`src/rtl/clock_adjust_ctrl.sv`:
```
// Clock-chain sequencer: 1 Hz prescaler, adjust-field FSM, debounced key1/key2/key3 handling.
// Optional key2/key3 auto-repeat is compiled in when CLOCK_ADJ_AUTO_REPEAT_EN is defined.
module clock_adjust_ctrl #(
   parameter int CLK_HZ  = 50_000_000,
   parameter int DEB_CYC = 1_000_000,
   parameter int REP_DLY = 25_000_000,
   parameter int REP_PER = 5_000_000
) (
   input  logic       clk,
   input  logic       rst_n,
   input  logic       i_sw17,
   input  logic       i_key1_n,
   input  logic       i_key2_n,
   input  logic       i_key3_n,
   output logic       o_tick_1hz,
   output logic       o_sec_en,
   output logic [1:0] o_adjust,
   output logic       o_key2,
   output logic       o_key3,
   output logic       o_blink
);

   localparam int PW = (CLK_HZ > 1) ? $clog2(CLK_HZ) : 1;
   localparam int DW = (DEB_CYC > 1) ? $clog2(DEB_CYC) : 1;
   localparam logic [PW-1:0] PRE_MAX  = PW'(CLK_HZ - 1);
   localparam logic [PW-1:0] PRE_HALF = PW'(CLK_HZ / 2);
   localparam logic [DW-1:0] DEB_MAX  = DW'(DEB_CYC - 1);

   if (CLK_HZ < 2 || DEB_CYC < 1 || REP_DLY < 1 || REP_PER < 1) begin : g_param_check
      $error("clock_adjust_ctrl: parameter out of range");
   end

   // Encoding chosen so the state value is directly the adjust field code.
   typedef enum logic [1:0] {
      ST_ADJ_SEC  = 2'd0,
      ST_ADJ_MIN  = 2'd1,
      ST_ADJ_HOUR = 2'd2,
      ST_RUN      = 2'd3
   } state_t;

   state_t        r_state;
   state_t        w_state_nxt;
   logic [PW-1:0] r_presc;
   logic          w_presc_clr;

   logic [2:0]    w_raw;
   logic [2:0]    r_sync1;
   logic [2:0]    r_sync2;
   logic [2:0]    r_deb;
   logic [2:0]    r_deb_d;
   logic [DW-1:0] r_deb_cnt [3];
   logic [2:0]    w_press;
   logic [1:0]    w_rep;

   logic          w_inc_evt;
   logic          w_dec_evt;
   logic          w_adj_active;
   logic          w_key2_nxt;
   logic          w_key3_nxt;
   logic          r_key2;
   logic          r_key3;

   assign w_raw = {i_key3_n, i_key2_n, i_key1_n};

   // Counter runs only while the synchronized level differs from the accepted one,
   // so any bounce back to the accepted level restarts the stability window.
   always_ff @(posedge clk or negedge rst_n) begin
      if (!rst_n) begin
         r_sync1 <= '1;
         r_sync2 <= '1;
         r_deb   <= '1;
         r_deb_d <= '1;
         for (int k = 0; k < 3; k++) begin
            r_deb_cnt[k] <= '0;
         end
      end else begin
         r_sync1 <= w_raw;
         r_sync2 <= r_sync1;
         r_deb_d <= r_deb;
         for (int k = 0; k < 3; k++) begin
            if (r_sync2[k] == r_deb[k]) begin
               r_deb_cnt[k] <= '0;
            end else if (r_deb_cnt[k] == DEB_MAX) begin
               r_deb[k]     <= r_sync2[k];
               r_deb_cnt[k] <= '0;
            end else begin
               r_deb_cnt[k] <= r_deb_cnt[k] + 1'b1;
            end
         end
      end
   end

   assign w_press = r_deb_d & ~r_deb;

`ifdef CLOCK_ADJ_AUTO_REPEAT_EN
   localparam int RMAX = (REP_DLY > REP_PER) ? REP_DLY : REP_PER;
   localparam int RW   = (RMAX > 1) ? $clog2(RMAX) : 1;
   localparam logic [RW-1:0] REP_DLY_MAX = RW'(REP_DLY - 1);
   localparam logic [RW-1:0] REP_PER_MAX = RW'(REP_PER - 1);

   // Index 0 tracks key2, index 1 tracks key3.
   logic [RW-1:0] r_rep_cnt [2];
   logic [1:0]    r_rep_per;

   always_comb begin
      w_rep = '0;
      for (int j = 0; j < 2; j++) begin
         if (!r_deb[j+1] && !w_press[j+1]) begin
            w_rep[j] = r_rep_per[j] ? (r_rep_cnt[j] == REP_PER_MAX)
                                    : (r_rep_cnt[j] == REP_DLY_MAX);
         end
      end
   end

   always_ff @(posedge clk or negedge rst_n) begin
      if (!rst_n) begin
         r_rep_per <= '0;
         for (int j = 0; j < 2; j++) begin
            r_rep_cnt[j] <= '0;
         end
      end else begin
         for (int j = 0; j < 2; j++) begin
            if (r_deb[j+1] || w_press[j+1]) begin
               r_rep_cnt[j] <= '0;
               r_rep_per[j] <= 1'b0;
            end else if (w_rep[j]) begin
               r_rep_cnt[j] <= '0;
               r_rep_per[j] <= 1'b1;
            end else begin
               r_rep_cnt[j] <= r_rep_cnt[j] + 1'b1;
            end
         end
      end
   end
`else
   assign w_rep = '0;
`endif

   assign w_inc_evt    = w_press[1] | w_rep[0];
   assign w_dec_evt    = w_press[2] | w_rep[1];
   assign w_adj_active = i_sw17 && (r_state != ST_RUN);
   // key1 and opposing inc/dec events cancel the pulse.
   assign w_key2_nxt   = w_adj_active && w_inc_evt && !w_dec_evt && !w_press[0];
   assign w_key3_nxt   = w_adj_active && w_dec_evt && !w_inc_evt && !w_press[0];

   always_ff @(posedge clk or negedge rst_n) begin
      if (!rst_n) begin
         r_state <= ST_RUN;
         r_presc <= '0;
         r_key2  <= 1'b0;
         r_key3  <= 1'b0;
      end else begin
         r_state <= w_state_nxt;
         r_key2  <= w_key2_nxt;
         r_key3  <= w_key3_nxt;
         if (w_presc_clr || r_presc == PRE_MAX) begin
            r_presc <= '0;
         end else begin
            r_presc <= r_presc + 1'b1;
         end
      end
   end

   always_comb begin
      w_state_nxt = r_state;
      if (!i_sw17) begin
         w_state_nxt = ST_RUN;
      end else if (w_press[0]) begin
         case (r_state)
            ST_RUN:      w_state_nxt = ST_ADJ_SEC;
            ST_ADJ_SEC:  w_state_nxt = ST_ADJ_MIN;
            ST_ADJ_MIN:  w_state_nxt = ST_ADJ_HOUR;
            default:     w_state_nxt = ST_RUN;
         endcase
      end
      // Leaving adjust restarts the second so the first one after is full length.
      w_presc_clr = (r_state != ST_RUN) && (w_state_nxt == ST_RUN);
      o_adjust    = r_state;
      o_tick_1hz  = (r_presc == PRE_MAX);
      o_sec_en    = (r_presc == PRE_MAX) && (r_state == ST_RUN);
      o_blink     = (r_presc < PRE_HALF) && (r_state != ST_RUN);
   end

   assign o_key2 = r_key2;
   assign o_key3 = r_key3;

endmodule

```
`config.mk`:
```
export PLATFORM = sky130hd
export DESIGN_NAME = clock_adjust_ctrl
export DESIGN_NICKNAME = d
export VERILOG_FILES = /design/src/rtl/clock_adjust_ctrl.sv
export SDC_FILE = /design/constraint.sdc
export NUM_CORES = 1
export LEC_CHECK = 0
export ABC_AREA = 1
export ABC_CLOCK_PERIOD_IN_PS = 2800
export CORE_UTILIZATION = 35
export DETAILED_ROUTE_END_ITERATION = 16
export PLACE_DENSITY = 0.47
export SETUP_SLACK_MARGIN = 0.05
export SYNTH_ARGS = -nofsm -noshare
export SYNTH_HDL_FRONTEND = slang
export SYNTH_SLANG_ARGS = --single-unit
export TNS_END_PERCENT = 50
```
`constraint.sdc`:
```
create_clock -name clk -period 2.8 [get_ports clk]
set_clock_uncertainty 0.1 [all_clocks]
set_input_delay 0.56 -clock clk [delete_from_list [all_inputs] [get_ports clk]]
set_output_delay 0.56 -clock clk [all_outputs]
set_load 0.005 [all_outputs]
```
==> results of run 1 <==
-- layout by cell type, fill, tap and decap left out, types with 2 or more instances in the layout --
cell type	instances
a21oi_1	12
and2_1	5
buf_4	9
clkbuf_16	9
clkbuf_8	2
clkdlybuf4s50_1	11
dfrtp_1	88
dfstp_2	14
ha_1	6
inv_1	79
inv_2	2
inv_6	2
nand2_1	184
nand2_2	3
nand3_1	76
nand3_2	2
nand3b_1	3
nand4_1	9
nor2_1	198
nor2_2	11
nor3_1	6
nor3_2	2
nor3b_1	2
o21ai_0	6
o21bai_1	4
xnor2_1	21
xor2_1	26
-- state kept, by name, indices dropped and copies added, names as in the netlist --
signal,count
r_sync2,3
r_presc,26
o_adjust,2
r_deb_cnt,60
r_deb,3
r_deb_d,3
o_key3,1
o_key2,1
r_sync1,3
-- area by class of cell --
class | count | area share, %
Clock buffer | 11 | 3.93
Clock inverter | 5 | 0.991
Inverter | 81 | 4.72
Multi-Input combinational cell | 582 | 43.2
Sequential cell | 102 | 39.9
Timing Repair Buffer | 21 | 3.07
Tap cell | 216 | 4.20
-- power groups by stage --
stage          clock, mW  sequential [mW]  combinational [mW]
6_report            1.35             1.50              0.0840
5_1_grt             1.45             1.50              0.0989
4_1_cts             1.40             1.50              0.0886
3_5_place_dp           0             1.53              0.0883
3_3_place_gp           0             1.53              0.0877
2_1_floorplan          0             1.53              0.0352
-- per-layer routing --
layer | wire length, µm | global-route usage (%)
met1 | 6230 | 22.2
met2 | 5700 | 26.5
met3 | 345 | 3.10
met4 | 218 | 6.23
met5 | 0 | 0
-- path summary, 6_finish.rpt --
kind | endpoint | slack, ns | cells past startpoint
hold / removal | r_deb_cnt[46]$_DFF_PN0_ | 0.08 | 1
max in group asynchronous | r_sync1[1]$_DFF_PN1_ | 1.85 | 2
setup reg to reg | r_presc[12]$_DFF_PN0_ | 0.88 | 7
setup / recovery | o_sec_en | 0.15 | 8
hold reg to reg | r_sync2[0]$_DFF_PN1_ | 0.26 | 0
min in group clk | r_sync2[0]$_DFF_PN1_ | 0.26 | 0
-- critical path, stage by stage (launching register included) --
cell and delay, ns:
dfrtp_1 0.41, inv_1 0.11, nand2_1 0.07, nor2_1 0.12, nand2_1 0.06, nor2_1 0.14
nand2_2 0.11, nor2_2 0.10, clkdlybuf4s50_1 0.50
-- logic make-up (layout without fill, tap and decap cells) --
family	after synthesis	in the layout	share of synthesized area, %
AO/OA/AOI/OAI	23	23	2.21
adder cells (fa/ha/maj)	7	7	1.55
AND/OR/NAND/NOR	505	505	37.7
flip-flops	102	102	45.4
buffers and inverters	85	118	5.90
XOR/XNOR	47	47	7.27
-- metrics by stage --
stage               cells  instance area (µm²)  util [%]  hold WS, ns  worst slack [ns]
global route         1018                 6440      40.7       0.0997            0.0538
detailed placement    996                 6050      38.2        0.250             0.346
finish               1018                 6440      40.7       0.0761             0.154
floorplan             769                 5660         -        0.164             0.972
global placement      996                 6050      38.2        0.247             0.387
CTS                  1013                 6390      40.4       0.0854            0.0747
-- timing repair --
action | 4_1_cts | 5_1_grt
resized for setup | 2 | 4
buffers inserted | 1 | 5
hold endpoints to repair | 0 | 0
setup endpoints to repair | 2 | 2
pin swaps | 0 | 1
==> results.sh, run 1 <==
export IMPL_status="complete, no violations"
export IMPL_setup_tns_final_ns=0
export IMPL_cts_htree_levels=3
export IMPL_slew_headroom_pct=64.3
export IMPL_ys_seq_area_share_pct=45.4
export IMPL_antenna_found_initial=0
export IMPL_gr_usage_all_layers_pct=16.6
export IMPL_num_vias=4633
export IMPL_drtPass1Iterations=5
export IMPL_cap_violations=0
export IMPL_clkPwrFrac_pct=45.9
export IMPL_hold_viol_final=0
export IMPL_clkTransAtPathRegs_ns=0.08
export IMPL_rows=46
export IMPL_nets=810
export IMPL_holdCritPathClass="input port to async pin"
export IMPL_wl_um=12500
export IMPL_arrival_ns=1.99
export IMPL_nFillCells=1620
export IMPL_post_synth_top_area_fraction_pct=38.9
export IMPL_cts_sinks=102
export IMPL_ys_ff_latch=102
export IMPL_syn_to_final_growth_pct=13.8
export IMPL_cellPowerDensity_nw_per_um2=455
export IMPL_core_um2=15800
export IMPL_yosysMostFrequentCell="nor2_1"
export IMPL_die_w_um=129
export IMPL_netlist_area_um2=5660
export IMPL_gp_congestion=0.880
export IMPL_postRouteAntennaNets=0
export IMPL_power_frac_comb_pct=2.9
export IMPL_io_pins=13
export IMPL_drive_gt1_share_pct=7.98
export IMPL_regArea_um2=2570
export IMPL_multi_input_area_um2=2780
export IMPL_grt_max_degree=47
export IMPL_vdd_ir_drop_max_mv=0.327
export IMPL_synth_edff_count=0
export IMPL_p_sw_mw=0.665
export IMPL_ys_warn_count=0
export IMPL_total_power_mw=2.93
export IMPL_startpoint="r_presc[16]$_DFF_PN0_"
export IMPL_antenna_cells=0
export IMPL_syn_inst=769
export IMPL_final_min_clock_period_ns=2.65
export IMPL_grt_pass1_vias=4506
export IMPL_path_class="register to output port"
export IMPL_p_seq_share_pct=51.3
export IMPL_clk_latency_ns=0.36
export IMPL_ys_flop_type="dfrtp_1"
export IMPL_switching_share_pct=22.7
export IMPL_cts_buffer_depth=2
export IMPL_start_util_pct=35.8
export IMPL_synth_distinct_cells=28
export IMPL_path_max_fanout=4
export IMPL_cp_data_required_time_ns=2.14
export IMPL_numCtsBuffers=9
export IMPL_setup_viol=0
export IMPL_portBuffers=12
export IMPL_vias_per_cell=4.55
export IMPL_dp_hpwl_um=9300
export IMPL_grt_pass1_wl_um=21600
export IMPL_internal_power_mw=2.27
export IMPL_cts_hold_buf=0
export IMPL_synthesis_nets=782
export IMPL_cp_start_kind="register"
export IMPL_synth_largest_area_cell="dfrtp_1"
export IMPL_route_detailed_drc=0
export IMPL_crit_path_end_kind="output port"
export IMPL_reg2reg_from="o_adjust[0]$_DFF_PN1_"
export IMPL_tightest_slew_ns=0.534
export IMPL_synth_area_top_cells="dfrtp_1, nor2_1, nand2_1, nand3_1, dfstp_2"
export IMPL_drtIter0Drc=249
export IMPL_total_leakage_power_nw=2.70
export IMPL_wl_per_cell_um=12.3
export IMPL_slew_violations=0
export IMPL_clock_fmax_mhz=378
export IMPL_cts_root_buf="clkbuf_16"
export IMPL_synth_common_cells="nor2_1, nand2_1, dfrtp_1, inv_1, nand3_1"
export IMPL_async_flop_share_pct=100
export IMPL_synth_area_per_cell_um2=7.36
export IMPL_cts_tree="built"
export IMPL_fin_crit_sh_pct=94.5
export IMPL_die_area_um2=16700
export IMPL_die_h_um=129
export IMPL_overflow=0
export IMPL_rsz0062_at_grt="false"
(Power assumes the default switching activity.)
==> inputs of run 2 (changes only) <==
--- a/config.mk
+++ b/config.mk
@@ -6,10 +6,11 @@
 export NUM_CORES = 1
 export LEC_CHECK = 0
 export ABC_AREA = 1
-export ABC_CLOCK_PERIOD_IN_PS = 2800
+export ABC_CLOCK_PERIOD_IN_PS = 3420
 export CORE_UTILIZATION = 35
 export DETAILED_ROUTE_END_ITERATION = 16
 export PLACE_DENSITY = 0.47
+export RECOVER_POWER = 50
 export SETUP_SLACK_MARGIN = 0.05
 export SYNTH_ARGS = -nofsm -noshare
 export SYNTH_HDL_FRONTEND = slang
==> constraint.sdc (replaced) <==
create_clock -name clk -period 3.42 [get_ports clk]
set_clock_uncertainty 0.1 [all_clocks]
set_input_delay 0.684 -clock clk [delete_from_list [all_inputs] [get_ports clk]]
set_output_delay 0.684 -clock clk [all_outputs]
set_load 0.005 [all_outputs]
==> results.sh, run 2 (synthesis results as in run 1) <==
export IMPL_status="complete, no violations"
export IMPL_setup_tns_final_ns=0
export IMPL_wl_per_cell_um=12.4
export IMPL_setup_viol=0
export IMPL_die_h_um=129
export IMPL_internal_power_mw=1.85
export IMPL_path_class="register to output port"
export IMPL_largest_reg_flops=60
export IMPL_overflow=0
export IMPL_final_common_cell="nor2_1"
export IMPL_die_w_um=129
export IMPL_p_sw_mw=0.522
export IMPL_clock_fmax_mhz=339
export IMPL_drtIter0Drc=289
export IMPL_r2r_end="r_presc[19]$_DFF_PN0_"
export IMPL_grt_max_degree=55
export IMPL_numCtsBuffers=9
export IMPL_rows=46
export IMPL_start_util_pct=35.8
export IMPL_antenna_cells=0
export IMPL_grt_pass1_vias=4449
export IMPL_num_vias=4616
export IMPL_hold_worst_slack_ns=0.256
export IMPL_holdCritPathClass="register to register"
export IMPL_r2r_slack_ns=1.48
export IMPL_hold_viol_final=0
export IMPL_max_flop_register="r_deb_cnt"
export IMPL_total_power_mw=2.37
export IMPL_total_leakage_power_nw=2.65
export IMPL_vdd_ir_drop_max_mv=0.236
export IMPL_switching_share_pct=22.0
export IMPL_rsz0062_at_grt="false"
export IMPL_nFillCells=1644
export IMPL_fin_crit_sh_pct=86.3
export IMPL_whs_endpoint="r_sync2[2]$_DFF_PN1_"
export IMPL_clk_latency_ns=0.35
export IMPL_cellPowerDensity_nw_per_um2=374
export IMPL_holdPathStages=0
export IMPL_die_area_um2=16700
export IMPL_p_seq_share_pct=51.9
export IMPL_crit_path_end_kind="output port"
export IMPL_largestRegisters="r_deb_cnt (60), r_presc (26)"
export IMPL_cts_sinks=102
export IMPL_cts_root_buf="clkbuf_16"
export IMPL_vias_per_cell=4.57
export IMPL_route_detailed_drc=0
export IMPL_clkTransAtPathRegs_ns=0.07
export IMPL_postCtsSetupRepairBufs=0
export IMPL_cp_data_required_time_ns=2.64
export IMPL_cts_hold_buf=0
export IMPL_postRouteAntennaNets=0
export IMPL_power_frac_comb_pct=2.7
export IMPL_drtPass1Iterations=6
export IMPL_hp_start="r_sync1[2]$_DFF_PN1_"
export IMPL_path_max_fanout=5
export IMPL_slew_violations=0
export IMPL_cts_htree_levels=3
export IMPL_drive_gt1_share_pct=5.66
export IMPL_nets=803
export IMPL_io_pins=13
export IMPL_cp_start_kind="register"
export IMPL_arrival_ns=2.17
export IMPL_wl_um=12500
export IMPL_cts_tree="built"
export IMPL_core_um2=15800
export IMPL_gp_congestion=0.853
export IMPL_gr_usage_all_layers_pct=16.6
export IMPL_clkPwrFrac_pct=45.4
export IMPL_cts_buffer_depth=2
export IMPL_final_min_clock_period_ns=2.95
export IMPL_antenna_found_initial=0
export IMPL_cts_resized=0
export IMPL_syn_to_final_growth_pct=11.9
export IMPL_tightest_slew_ns=1.38
export IMPL_mostFrequentLayoutCells="nor2_1, nand2_1, dfrtp_1"
export IMPL_dp_hpwl_um=9310
export IMPL_portBuffers=12
export IMPL_slew_headroom_pct=7.80
export IMPL_reg2regPathDepth=7
export IMPL_grt_pass1_wl_um=21700
export IMPL_cap_violations=0
export IMPL_reg2reg_from="o_adjust[0]$_DFF_PN1_"
-- run 2: changes by cell type in the layout (fill, tap and decap cells not counted), sizes merged --
cell	before	now
dlygate4sd3	0	3
clkdlybuf4s50	11	8
inv	83	81
buf	10	0
clkinv	1	2
clkbuf	11	15
-- run 2: power by group through the flow --
stage          combinational (mW)  sequential [mW]  clock [mW]
2_1_floorplan              0.0288             1.25           0
3_3_place_gp               0.0707             1.25           0
3_5_place_dp               0.0712             1.25           0
4_1_cts                    0.0714             1.23        1.12
5_1_grt                    0.0758             1.23        1.17
6_report                   0.0635             1.23        1.08
-- run 2: layout make-up --
| cell class | count | area [µm²] | share of cell area [%] |
|---|---|---|---|
| flip-flops and latches | 102 | 2570 | 40.6 |
| clock buffers | 12 | 256 | 4.05 |
| well taps | 216 | 270 | 4.27 |
| inverters | 81 | 304 | 4.80 |
| multi-input cells | 582 | 2760 | 43.5 |
| repair buffers | 14 | 124 | 1.96 |
| clock inverters | 4 | 55.1 | 0.869 |
-- run 2: per-stage QoR --
stage / utilization [%] / cell area [µm²] / std cells / setup WS (ns)
2_1_floorplan: - / 5660 / 769 / 1.47
3_3_place_gp: 38.2 / 6040 / 995 / 0.885
5_1_grt: 40.0 / 6330 / 1011 / 0.257
4_1_cts: 40.2 / 6360 / 1011 / 0.447
6_report: 40.0 / 6330 / 1011 / 0.468
3_5_place_dp: 38.2 / 6040 / 995 / 0.844
-- run 2: worst max-delay path by stage --
| stage | start | endpoint | slack, ns | cells past startpoint |
|---|---|---|---|---|
| after floorplan | r_presc[0]$_DFF_PN0_ | o_sec_en | 1.47 | 7 |
| after global placement | r_presc[0]$_DFF_PN0_ | o_sec_en | 0.88 | 8 |
| after detailed placement | r_presc[0]$_DFF_PN0_ | o_sec_en | 0.84 | 8 |
| after CTS | r_presc[0]$_DFF_PN0_ | o_sec_en | 0.45 | 8 |
| after global routing | rst_n | r_presc[19]$_DFF_PN0_ | 0.26 | 2 |
| final | r_presc[0]$_DFF_PN0_ | o_sec_en | 0.47 | 8 |
-- run 2: worst max-delay path, cell delays in order, from the launching register on --
cell and delay (ns):
dfrtp_1 0.41, ha_1 0.30, nand2_1 0.08, nor2_1 0.14
nand2_1 0.10, nor2_2 0.10, nand2_2 0.09, nor2_1 0.10
clkdlybuf4s50_1 0.50
-- run 2: metal layers --
| metal | vias up | wire, µm | GRT usage (%) |
|---|---|---|---|
| met3 | 12 | 369 | 4.05 |
| li1 | 2427 | - | - |
| met4 | 0 | 153 | 5.61 |
| met2 | 56 | 5740 | 26.7 |
| met5 | - | 0 | 0 |
| met1 | 2121 | 6260 | 21.9 |
==> inputs of run 3 (changes only) <==
--- a/config.mk
+++ b/config.mk
@@ -6,8 +6,9 @@
 export NUM_CORES = 1
 export LEC_CHECK = 0
 export ABC_AREA = 1
-export ABC_CLOCK_PERIOD_IN_PS = 3420
+export ABC_CLOCK_PERIOD_IN_PS = 2900
 export CORE_UTILIZATION = 35
+export CTS_CLUSTER_SIZE = 40
 export DETAILED_ROUTE_END_ITERATION = 16
 export PLACE_DENSITY = 0.47
 export RECOVER_POWER = 50
==> constraint.sdc (replaced) <==
create_clock -name clk -period 2.9 [get_ports clk]
set_clock_uncertainty 0.1 [all_clocks]
set_input_delay 0.58 -clock clk [delete_from_list [all_inputs] [get_ports clk]]
set_output_delay 0.58 -clock clk [all_outputs]
set_load 0.005 [all_outputs]
==> results.sh, run 3 (synthesis results as in run 1) <==
export IMPL_total_leakage_power_nw=2.64
export IMPL_reg2reg_from="o_adjust[0]$_DFF_PN1_"
export IMPL_dp_hpwl_um=9480
export IMPL_switching_share_pct=24.0
export IMPL_arrival_ns=2.03
export IMPL_wl_per_cell_um=12.5
export IMPL_holdCritPathClass="register to register"
export IMPL_clk_latency_ns=0.36
export IMPL_gr_usage_all_layers_pct=16.8
export IMPL_io_pins=13
export IMPL_path_class="register to output port"
export IMPL_final_min_clock_period_ns=2.71
export IMPL_vdd_ir_drop_max_mv=0.310
export IMPL_start_util_pct=35.8
export IMPL_post_place_ws_ns=0.447
export IMPL_setup_slack_ns=0.195
export IMPL_antenna_found_initial=0
export IMPL_syn_to_final_growth_pct=11.8
export IMPL_hp_start="r_sync1[0]$_DFF_PN1_"
export IMPL_cts_htree_levels=3
export IMPL_num_vias=4639
export IMPL_core_um2=15800
export IMPL_path_max_fanout=5
export IMPL_placed_area_um2=6050
export IMPL_rsz0062_at_grt="false"
export IMPL_status="complete, no violations"
export IMPL_gp_congestion=0.878
export IMPL_die_area_um2=16700
export IMPL_wl_um=12700
export IMPL_regArea_um2=2570
export IMPL_clkPwrFrac_pct=43.5
export IMPL_setup_tns_final_ns=0
export IMPL_multi_input_area_um2=2770
export IMPL_cts_tree="built"
export IMPL_cts_hold_buf=0
export IMPL_tightest_slew_ns=1.14
export IMPL_startpoint="r_presc[0]$_DFF_PN0_"
export IMPL_fin_crit_sh_pct=93.3
export IMPL_finalInstanceArea_um2=6330
export IMPL_p_sw_mw=0.649
export IMPL_grt_max_degree=46
export IMPL_postCtsSetupRepairBufs=0
export IMPL_antenna_cells=0
export IMPL_slew_headroom_pct=24.0
export IMPL_cellPowerDensity_nw_per_um2=427
export IMPL_fin_cells=1012
export IMPL_rows=46
export IMPL_clock_fmax_mhz=370
export IMPL_grt_pass1_wl_um=21700
export IMPL_crit_path_end_kind="output port"
export IMPL_drtPass1Iterations=4
export IMPL_placed_cells=996
export IMPL_overflow=0
export IMPL_die_w_um=129
export IMPL_nets=804
export IMPL_cts_sinks=102
export IMPL_route_detailed_drc=0
export IMPL_slew_violations=0
export IMPL_p_seq_share_pct=53.7
export IMPL_cap_violations=0
export IMPL_drive_gt1_share_pct=6.53
export IMPL_drtIter0Drc=274
export IMPL_hold_viol_final=0
export IMPL_setup_viol=0
export IMPL_mostFrequentLayoutCells="nor2_1, nand2_1, dfrtp_1"
export IMPL_cts_root_buf="clkbuf_16"
export IMPL_vias_per_cell=4.58
export IMPL_numCtsBuffers=9
export IMPL_cp_data_required_time_ns=2.22
export IMPL_internal_power_mw=2.05
export IMPL_largest_reg_flops=60
export IMPL_die_h_um=129
export IMPL_max_flop_register="r_deb_cnt"
export IMPL_cp_start_kind="register"
export IMPL_portBuffers=12
export IMPL_postRouteAntennaNets=0
export IMPL_cts_buffer_depth=2
export IMPL_grt_pass1_vias=4455
export IMPL_power_frac_comb_pct=2.8
export IMPL_clkTransAtPathRegs_ns=0.07
export IMPL_largestRegisters="r_deb_cnt (60), r_presc (26)"
export IMPL_final_common_cell="nor2_1"
export IMPL_nFillCells=1650
run 3: cell types whose count changed in the layout (fill, tap and decap cells not counted), sizes merged:
cell / before / now
clkbuf: 15 / 12
bufinv: 1 / 0
buf: 0 / 1
clkinvlp: 1 / 3
clkinv: 2 / 1
inv: 81 / 84
run 3: timing repair:
action,4_1_cts,5_1_grt
gates resized for setup,0,3
endpoints found under the setup margin,0,2
endpoints found under the hold margin,0,0
run 3: cell type report:
| class | count | share of cell area, % |
|---|---|---|
| Inverter | 81 | 4.81 |
| Tap cell | 216 | 4.27 |
| Sequential cell | 102 | 40.6 |
| Timing Repair Buffer | 15 | 2.08 |
| Multi-Input combinational cell | 582 | 43.7 |
| Clock inverter | 7 | 0.890 |
| Clock buffer | 9 | 3.56 |
run 3: routing by layer:
metal / global-route usage, % / wire, µm
met1: 22.2 / 6300
met2: 27.5 / 5810
met3: 3.26 / 322
met4: 5.88 / 227
met5: 0 / 0
run 3: final timing paths:
check                                     endpoint  depth (start not counted)  slack (ns)
setup / recovery                          o_sec_en                          8        0.19
setup reg to reg              r_presc[2]$_DFF_PN0_                          7        0.98
hold / removal                r_sync2[0]$_DFF_PN1_                          0        0.26
hold reg to reg               r_sync2[0]$_DFF_PN1_                          0        0.26
min in group asynchronous  r_deb_cnt[42]$_DFF_PN0_                          1        0.34
max in group asynchronous     r_presc[0]$_DFF_PN0_                          2        0.65
run 3: power groups by stage:
stage,sequential (mW),combinational [mW],clock (mW)
2_1_floorplan,1.48,0.0340,0
3_3_place_gp,1.48,0.0851,0
3_5_place_dp,1.48,0.0855,0
4_1_cts,1.45,0.0861,1.22
5_1_grt,1.45,0.0917,1.28
6_report,1.45,0.0768,1.18
run 3: metrics by stage:
step	util, %	power [mW]	hold WS [ns]
finish	40.0	2.70	0.257
global route	40.0	2.82	0.266
CTS	40.0	2.76	0.155
detailed placement	38.2	1.56	0.247
global placement	38.2	1.56	0.247
floorplan	-	1.51	0.184
run 3: critical path, cell delays in order (launching register included):
cell and delay (ns):
dfrtp_2 0.43, ha_4 0.18, nand2_1 0.05, nor2_1 0.14
nand2_1 0.10, nor2_2 0.10, nand2_2 0.09, nor2_1 0.09
clkdlybuf4s50_1 0.50
